[src/rtl/mul16_seq_pkg.sv]
// Shared definitions for the sequential shift-and-add multiplier:
// controller state encodings and the fixed iteration count.
package mul16_seq_pkg;

    typedef enum logic [1:0] {
        ST_IDLE = 2'd0,
        ST_RUN  = 2'd1,
        ST_DONE = 2'd2
    } state_e;

    localparam int MUL_ITER = 16;

endpackage

[src/rtl/mul16_seq_add16bit.sv]
// 16-bit ripple-carry adder shared by every partial-product step of mul16_seq.
module add16bit (
    input  logic [15:0] a,
    input  logic [15:0] b,
    output logic [15:0] s,
    output logic        co
);

    logic [16:0] c;

    always_comb begin
        c    = '0;
        s    = '0;
        for (int i = 0; i < 16; i++) begin
            s[i]   = a[i] ^ b[i] ^ c[i];
            c[i+1] = (a[i] & b[i]) | (c[i] & (a[i] ^ b[i]));
        end
        co = c[16];
    end

endmodule

[src/rtl/mul16_seq.sv]
// Sequential 16x16 unsigned multiplier: one shift-and-add step per clock through
// a single shared add16bit, with valid/ready handshakes on operands and product.
import mul16_seq_pkg::*;

module mul16_seq #(
    parameter int WIDTH = 16,
    parameter int CNT_W = 5
) (
    input  logic                 clk,
    input  logic                 rst_n,
    input  logic                 in_valid,
    output logic                 in_ready,
    input  logic [WIDTH-1:0]     a,
    input  logic [WIDTH-1:0]     b,
    input  logic                 abort,
    output logic                 out_valid,
    input  logic                 out_ready,
    output logic [2*WIDTH-1:0]   p,
    output logic                 busy
);

    localparam logic [CNT_W-1:0] LAST_CNT = CNT_W'(MUL_ITER - 1);

    state_e               state_q, state_d;
    logic [2*WIDTH-1:0]   prod_q, prod_d;
    logic [2*WIDTH-1:0]   p_q, p_d;
    logic [WIDTH-1:0]     m_q, m_d;
    logic [CNT_W-1:0]     cnt_q, cnt_d;

    logic [WIDTH-1:0]     sum;
    logic                 co;
    logic [2*WIDTH-1:0]   step;

    add16bit u_add (
        .a  (prod_q[2*WIDTH-1:WIDTH]),
        .b  (m_q),
        .s  (sum),
        .co (co)
    );

    // Add step: carry-out lands in the top bit; otherwise a plain right shift.
    assign step = prod_q[0] ? {co, sum, prod_q[WIDTH-1:1]}
                            : {1'b0, prod_q[2*WIDTH-1:1]};

    always_comb begin
        state_d = state_q;
        prod_d  = prod_q;
        p_d     = p_q;
        m_d     = m_q;
        cnt_d   = cnt_q;
        case (state_q)
            ST_IDLE: begin
                if (in_valid) begin
                    m_d     = a;
                    prod_d  = {{WIDTH{1'b0}}, b};
                    cnt_d   = '0;
                    state_d = ST_RUN;
                end
            end
            ST_RUN: begin
                if (abort) begin
                    state_d = ST_IDLE;
                end else begin
                    prod_d = step;
                    cnt_d  = cnt_q + 1'b1;
                    if (cnt_q == LAST_CNT) begin
                        p_d     = step;
                        state_d = ST_DONE;
                    end
                end
            end
            ST_DONE: begin
                if (abort || out_ready) begin
                    state_d = ST_IDLE;
                end
            end
            default: state_d = ST_IDLE;
        endcase
    end

    always_ff @(posedge clk or negedge rst_n) begin
        if (!rst_n) begin
            state_q <= ST_IDLE;
            prod_q  <= '0;
            p_q     <= '0;
            m_q     <= '0;
            cnt_q   <= '0;
        end else begin
            state_q <= state_d;
            prod_q  <= prod_d;
            p_q     <= p_d;
            m_q     <= m_d;
            cnt_q   <= cnt_d;
        end
    end

    assign in_ready  = (state_q == ST_IDLE);
    assign out_valid = (state_q == ST_DONE);
    assign busy      = (state_q == ST_RUN);
    assign p         = p_q;

endmodule

[config.mk]
export PLATFORM = sky130hd
export DESIGN_NAME = mul16_seq
export DESIGN_NICKNAME = d
export VERILOG_FILES = /design/src/rtl/mul16_seq_pkg.sv /design/src/rtl/mul16_seq_add16bit.sv /design/src/rtl/mul16_seq.sv
export SDC_FILE = /design/constraint.sdc
export NUM_CORES = 1
export LEC_CHECK = 0
export BUFFER_PORTS_ARGS = -buffer_cell sky130_fd_sc_hd__buf_2
export CAP_MARGIN = 20
export CORE_MARGIN = 2
export CORE_UTILIZATION = 60
export DETAILED_ROUTE_END_ITERATION = 10
export GPL_TIMING_DRIVEN = 0
export PLACE_DENSITY = 0.85
export SLEW_MARGIN = 0
export SYNTH_ARGS = -nofsm -noshare
export SYNTH_HDL_FRONTEND = slang
export SYNTH_SLANG_ARGS = --single-unit
[constraint.sdc]
create_clock -name clk -period 10.8 [get_ports clk]
set_input_delay 1.62 -clock clk [delete_from_list [all_inputs] [get_ports clk]]
set_output_delay 1.62 -clock clk [all_outputs]
set_load 0.05 [all_outputs]
# --- Word level (Yosys, flattened, before mapping) ---
# Cells that the tools add are included.
word_totals:
  reg_bits: 87
  latchBits: 0
  ramBits: 0
  mem_bits_ro: 0
  input_bits: 37
  out_inout_bits: 35
  wordCells: 110
  n_memories: 0
op_classes:
  addsub: 1
  mul: 0
  n_div: 0
  order_cmp: 0
  eq_ne: 7
  n_shift: 0
  mux: 12
  bitwise_logic: 78
  n_reduce_logical: 7
ops:
  columns: ["operator", "n"]
  rows:
  - ["two-way mux 32 bit", 3]
  - ["one-hot mux 32 bit (2 select lines)", 1]
  - ["bitwise AND 1 bit", 31]
  - ["XOR 1 bit", 31]
  - ["OR 1 bit", 15]
  - ["two-way mux 5 bit", 2]
  - ["one-hot mux 5 bit (2 select lines)", 1]
  - ["AND reduction 3 bit", 3]
  - ["two-way mux 2 bit", 4]
  - ["one-hot mux 2 bit (3 select lines)", 1]
  - ["adder 5 x 1 -> 5 bit (second input constant)", 1]
  - ["== test 5 x 4 -> 1 bit (second input constant)", 1]
  - ["!= test 2 bit (second input constant)", 2]
  - ["!= test 3 x 2 -> 1 bit (second input constant)", 1]
  - ["== test 2 x 1 -> 1 bit (second input constant)", 1]
  - ["== test 2 bit (second input constant)", 1]
  - ["logical NOT 2 bit", 1]
  - ["!= test 2 x 1 -> 1 bit (second input constant)", 1]
  - ["AND reduction 2 bit", 1]
  - ["nonzero test 2 bit", 1]
  - ["logical OR 1 bit", 1]
  - ["inverter 1 bit", 1]

# --- Longest topological paths before layout ---
depth:
  depth_word: 34
  ltp_mapped: 20
  depth_no_buf: 20

# --- Cells and area by module ---
# A second synthesis with hierarchy kept.
hier_totals:
  hier_cells: 341
  hier_area_um2: 3986.3
modules_own_cells:
  columns: ["mod", "n_inst", "cells_each", "area_per_inst_um2", "seq_area_each_um2"]
  rows:
  - ["mul16_seq", 1, 315, 3636.0, 2177.1]
  - ["add16bit", 1, 26, 350.3, 0.0]

# --- Worst setup path before layout ---
# No wires, ideal clock.
synth_path:
  kind: "register -> register"
  start: "reg prod_q[16]"
  end: "reg prod_q[30]"
  setup_time_ns: 0.138
  arrival_time_ns: 6.507
  required_ns: 10.662
  path_slack_ns: 4.155
  path_stages_with_launch: 21
  synth_period_minus_slack_ns: 6.645
  path_cell_list: "dfrtp_1 > ha_1 > inv_1 > fa_1 > fa_1 > fa_1 > fa_1 > fa_1 > fa_1 > fa_1 > fa_1 > fa_1 > fa_1 > fa_1 > fa_1 > fa_1 > fa_1 > inv_1 > fa_1 > mux2i_1 > o22ai_1"
synth_via:
  elab_chain_len: 33
synth_lines:
  columns: ["element", "line", "rtl"]
  rows:
  - ["from (decl)", "mul16_seq.sv:25", "logic [2*WIDTH-1:0] prod_q, prod_d;"]
  - ["from (signal assigned)", "mul16_seq.sv:90", "prod_q <= prod_d;"]
  - ["bitwise AND 1 bit (2 in a row)", "mul16_seq_add16bit.sv:16", "c[i+1] = (a[i] & b[i]) | (c[i] & (a[i] ^ b[i]));"]
  - ["OR 1 bit", "mul16_seq_add16bit.sv:16", null]
  - ["bitwise AND 1 bit", "mul16_seq_add16bit.sv:16", null]
  - ["OR 1 bit", "mul16_seq_add16bit.sv:16", null]
  - ["bitwise AND 1 bit", "mul16_seq_add16bit.sv:16", null]
  - ["OR 1 bit", "mul16_seq_add16bit.sv:16", null]
  - ["bitwise AND 1 bit", "mul16_seq_add16bit.sv:16", null]
  - ["OR 1 bit", "mul16_seq_add16bit.sv:16", null]
  - ["[... 16 more ...]", null, null]
  - ["bitwise AND 1 bit", "mul16_seq_add16bit.sv:16", null]
  - ["OR 1 bit", "mul16_seq_add16bit.sv:16", null]
  - ["bitwise AND 1 bit", "mul16_seq_add16bit.sv:16", null]
  - ["OR 1 bit", "mul16_seq_add16bit.sv:16", null]
  - ["XOR 1 bit", "mul16_seq_add16bit.sv:15", "s[i] = a[i] ^ b[i] ^ c[i];"]
  - ["two-way mux 32 bit", "mul16_seq.sv:42", "assign step = prod_q[0] ? {co, sum, prod_q[WIDTH-1:1]}"]
  - ["two-way mux 32 bit", "mul16_seq.sv:61", "if (abort) begin"]
  - ["one-hot mux 32 bit (2 select lines)", "mul16_seq.sv:51", "case (state_q)"]
# Every way passes these cells. The select of a mux whose other input is x is not followed.
# A chain may end at the register's enable or synchronous reset.

# --- Worst setup path after layout ---
layout_path:
  start: "reg prod_q[16]"
  end: "reg p_q[30] (netlist: p[30])"
layout_via:
  elab_chain_len: 31
layout_lines:
  columns: ["element", "line", "rtl"]
  rows:
  - ["bitwise AND 1 bit (2 in a row)", "mul16_seq_add16bit.sv:16", null]
  - ["OR 1 bit", "mul16_seq_add16bit.sv:16", null]
  - ["bitwise AND 1 bit", "mul16_seq_add16bit.sv:16", null]
  - ["OR 1 bit", "mul16_seq_add16bit.sv:16", null]
  - ["bitwise AND 1 bit", "mul16_seq_add16bit.sv:16", null]
  - ["OR 1 bit", "mul16_seq_add16bit.sv:16", null]
  - ["bitwise AND 1 bit", "mul16_seq_add16bit.sv:16", null]
  - ["OR 1 bit", "mul16_seq_add16bit.sv:16", null]
  - ["[... 14 more ...]", null, null]
  - ["bitwise AND 1 bit", "mul16_seq_add16bit.sv:16", null]
  - ["OR 1 bit", "mul16_seq_add16bit.sv:16", null]
  - ["bitwise AND 1 bit", "mul16_seq_add16bit.sv:16", null]
  - ["OR 1 bit", "mul16_seq_add16bit.sv:16", null]
  - ["bitwise AND 1 bit", "mul16_seq_add16bit.sv:16", null]
  - ["OR 1 bit", "mul16_seq_add16bit.sv:16", null]
  - ["XOR 1 bit", "mul16_seq_add16bit.sv:15", null]
  - ["two-way mux 32 bit", "mul16_seq.sv:42", null]
  - ["to (signal assigned)", "mul16_seq.sv:91", "p_q <= p_d;"]
  - ["to (decl)", "mul16_seq.sv:26", "logic [2*WIDTH-1:0] p_q, p_d;"]
# Every way passes these cells.

==> summary.md <==
| Metric | Value |
|---|---|
| Netlist cell types | 32 |
| Status | finished, final reports clean |
| Unrepaired setup endpoints after global routing | no |
| Avg Inst Size Synth | 11.4 sq um |
| Initial antenna violation count | 0 |
| Sum of negative setup slack | 0 ps |
| Max_cap viols | 0 |
| # IOs | 72 |
| Drt first pass iters | 4 |
| Worst Path Arrival | 7390 ps |
| CP Class | reg -> reg |
| Largest net degree at the start of global routing | 67 |
| Final instance area | 0.00468 sq mm |
| R2r setup slk | 3630 ps |
| Overall Global Routing Usage | 24.3% |
| Critical path, cell by cell | ha_1 > inv_1 > fa_1 > fa_1 > fa_1 > fa_1 > fa_1 > fa_1 > fa_1 > fa_1 > fa_1 > fa_1 > fa_1 > fa_1 > fa_1 > fa_1 > inv_1 > fa_1 > mux2i_1 > o21ai_0 |
| Crit-path most repeated cell | fa_1 |
| Final Setup Violations | 0 |
| Worst stage delay on the critical path | 410 ps |
| Delay-heaviest family, CP | adder cells |
| Most frequent cells in the layout | dfrtp_1 (87), buf_2 (77), o21ai_0 (35) |
| GRT overflow | 0 |
| I/O Buffers | 71 |
| Drt drc | 0 |
| Peak VDD IR | 0.111 mV |
| Pre-CTS setup slack | 3680 ps |
| CTS Buf Count | 9 |
| Met2 WL post-DR | 4.14 mm |
| Critical Path Source Type | flip-flop |
| 1st-iter DRT viols | 218 |
| Fill cells | 432 |
| Hold_sp | p[24] |
| Crit-path max FO | 3 |
| Final Wtd Congestion | 0.852 |
| FF-to-FF Start | prod_q[16] |
| Power Density | 208 mW/mm^2 |
| Clock Tree Buf Depth | 2 |
| Slew @ Worst Pin | 572 ps |
| Core box area | 0.00639 sq mm |
| Non-Filler Instances | 513 |
| WL final | 8.17 mm |
| Die H | 85.4 microns |
| Detail Placement HPWL | 5.82 mm |
| FF-to-FF path depth | 20 |
| Worst slew margin | 61.9% |
| Hold Path Class | reg -> reg |
| Commonest non-fill, non-tap cell in the layout | dfrtp_1 |
| Per-cell routed wire length | 15.9 microns |
| LEAKAGE | 2.32 nW |
| Clock slew at reported path FFs | 80 ps |
| Reg2Reg Capture Point | p[30] |
| Wl on met1 | 3.48 mm |
| Clk Latency, worst-skew pair | 350 ps |
| Vias in the first global route | 2899 |
| Synth Warn # | 0 |
| Worst endpoint required time | 11020 ps |
| Final Hold Viols | 0 |
| Via-to-Cell Ratio | 5.54 |
| Syn-to-layout area delta | 17.7% |
| First-pass GRT wire length | 13.5 mm |
| Sink Count | 87 |
| Hold EP | p[24] |
| WHS Path Cells | 2 |
| Post-CTS Hold Fix Bufs | 0 |
| Crit. End Element | flip-flop |
| Seq/Total Area, Yosys | 54.7% |
| Top layer in use | met4 |
| Nets | 486 |
| Post-CTS sizing | 0 |
| Placed Area | 0.00446 sq mm |
| DIE WIDTH | 85.4 microns |
| Ant. Diodes | 0 |
| Final WS setup | 3630 ps |
| Final period util | 66.4% |
| Share of post-route cells with drive strength above 1 | 28.9% |
| Initial core utilization | 62.3% |
| Antenna viol nets, final | 0 |
| FP Rows | 29 |
| Met3 WL | 380 microns |
| Dpl cells | 497 |
| Post-Syn Nets | 403 |
| Slowest-stage cell, CP | fa_1 |
| Slew Viols, Final | 0 |
| Clock Skew | 7.37 ps |
| DR vias | 2843 |
| CTS tree | yes |
| Syn Inst Count | 348 |
| Post-synthesis register bit count | 87 |
| CTS Root Cell | clkbuf_8 |
| Post-CTS Setup Bufs | 0 |
| H-tree depth | 3 |
| Min cycle time layout | 7170 ps |
| Mapped Area | 0.00398 sq mm |
| F_max | 139 MHz |
| CP bufs+invs | 2 |
| Die area | 0.00730 sq mm |
layout make-up:
type	count	area (sq um)	share of cell area, %
clock buffers	13	159	3.39
clock inverters	3	65.1	1.39
repair buffers	72	385	8.23
plain buffers	22	106	2.27
multi-input cells	205	1570	33.4
well taps	77	96.3	2.06
inverters	34	128	2.73
flip-flops and latches	87	2180	46.5
per-layer routing:
metal / up-vias / global-route usage, %
li1: 1344 / -
met1: 1397 / 33.0
met2: 86 / 38.1
met3: 16 / 3.70
met4: 0 / 12.8
met5: - / 0
state kept, by name, indices dropped and copies added, names as in the netlist:
register  count
state_q       2
p            32
prod_q       32
cnt_q         5
m_q          16
cell usage after synthesis:
master | n | area, sq um
nor2_1 | 7 | 26.3
buf_2 | 7 | 35.0
a21oi_1 | 19 | 95.1
inv_1 | 34 | 128
nor3b_2 | 2 | 25.0
fa_1 | 15 | 300
a22oi_1 | 1 | 7.51
nor3_1 | 15 | 75.1
nand2b_1 | 1 | 6.26
mux2i_1 | 18 | 180
or3_1 | 1 | 6.26
a221o_1 | 1 | 10.0
nand2_1 | 34 | 128
and3_1 | 2 | 12.5
a22o_1 | 4 | 35.0
a211oi_1 | 1 | 7.51
dfrtp_1 | 87 | 2180
clkbuf_1 | 10 | 37.5
nand4bb_1 | 1 | 11.3
o2bb2ai_1 | 2 | 17.5
a31o_1 | 1 | 8.76
o21ai_0 | 35 | 175
buf_4 | 4 | 30.0
or3b_1 | 1 | 8.76
o21bai_1 | 1 | 7.51
ha_1 | 3 | 37.5
o22ai_1 | 11 | 68.8
and2b_1 | 1 | 7.51
nor2b_1 | 1 | 6.26
or4b_2 | 1 | 10.0
mux2_2 | 26 | 293
buf_1 | 1 | 3.75
how the worst max path moves through the flow:
| stage | start | depth (start not counted) | endpoint | slack (ps) |
|---|---|---|---|---|
| after floorplan | prod_q[16] | 20 | prod_q[30] | 4150 |
| after global placement | m_q[0] | 20 | p[30] | 3820 |
| after detailed placement | m_q[0] | 20 | p[30] | 3680 |
| after CTS | prod_q[16] | 20 | p[30] | 3610 |
| after global routing | prod_q[16] | 20 | prod_q[30] | 3410 |
| final | prod_q[16] | 20 | p[30] | 3630 |
worst register-to-register path, delay by kind of cell, from the launching register on:
| kind | cells | cell delay (ps) |
|---|---|---|
| compound gates | 1 | 150 |
| fa+ha+maj | 16 | 6090 |
| buf+inv | 2 | 140 |
| flops | 1 | 390 |
| mux | 1 | 250 |
where the power goes:
part / total (W) / switching, W / internal [W]
combinational: 0.000296 / 0.000169 / 0.000127
clock: 0.000252 / 0.000109 / 0.000143
sequential: 0.000425 / 0.0000373 / 0.000388
total: 0.000973 / 0.000315 / 0.000658
metrics by stage:
step	hold WS, ps	total power [W]	util [%]
after floorplan	472	0.000640	-
after global placement	462	0.000703	69.4
after detailed placement	466	0.000724	69.8
after CTS	483	0.000979	73.3
after global routing	501	0.00104	73.3
final	480	0.000973	73.3
cell families after synthesis:
group | share of synthesized area [%]
AO/OA/AOI/OAI | 10.9
adder cells (fa/ha/maj) | 8.49
buffers and inverters | 5.88
flip-flops | 54.7
multiplexers | 11.9
AND/OR/NAND/NOR | 8.12
Power figures use the tool's default switching activity.
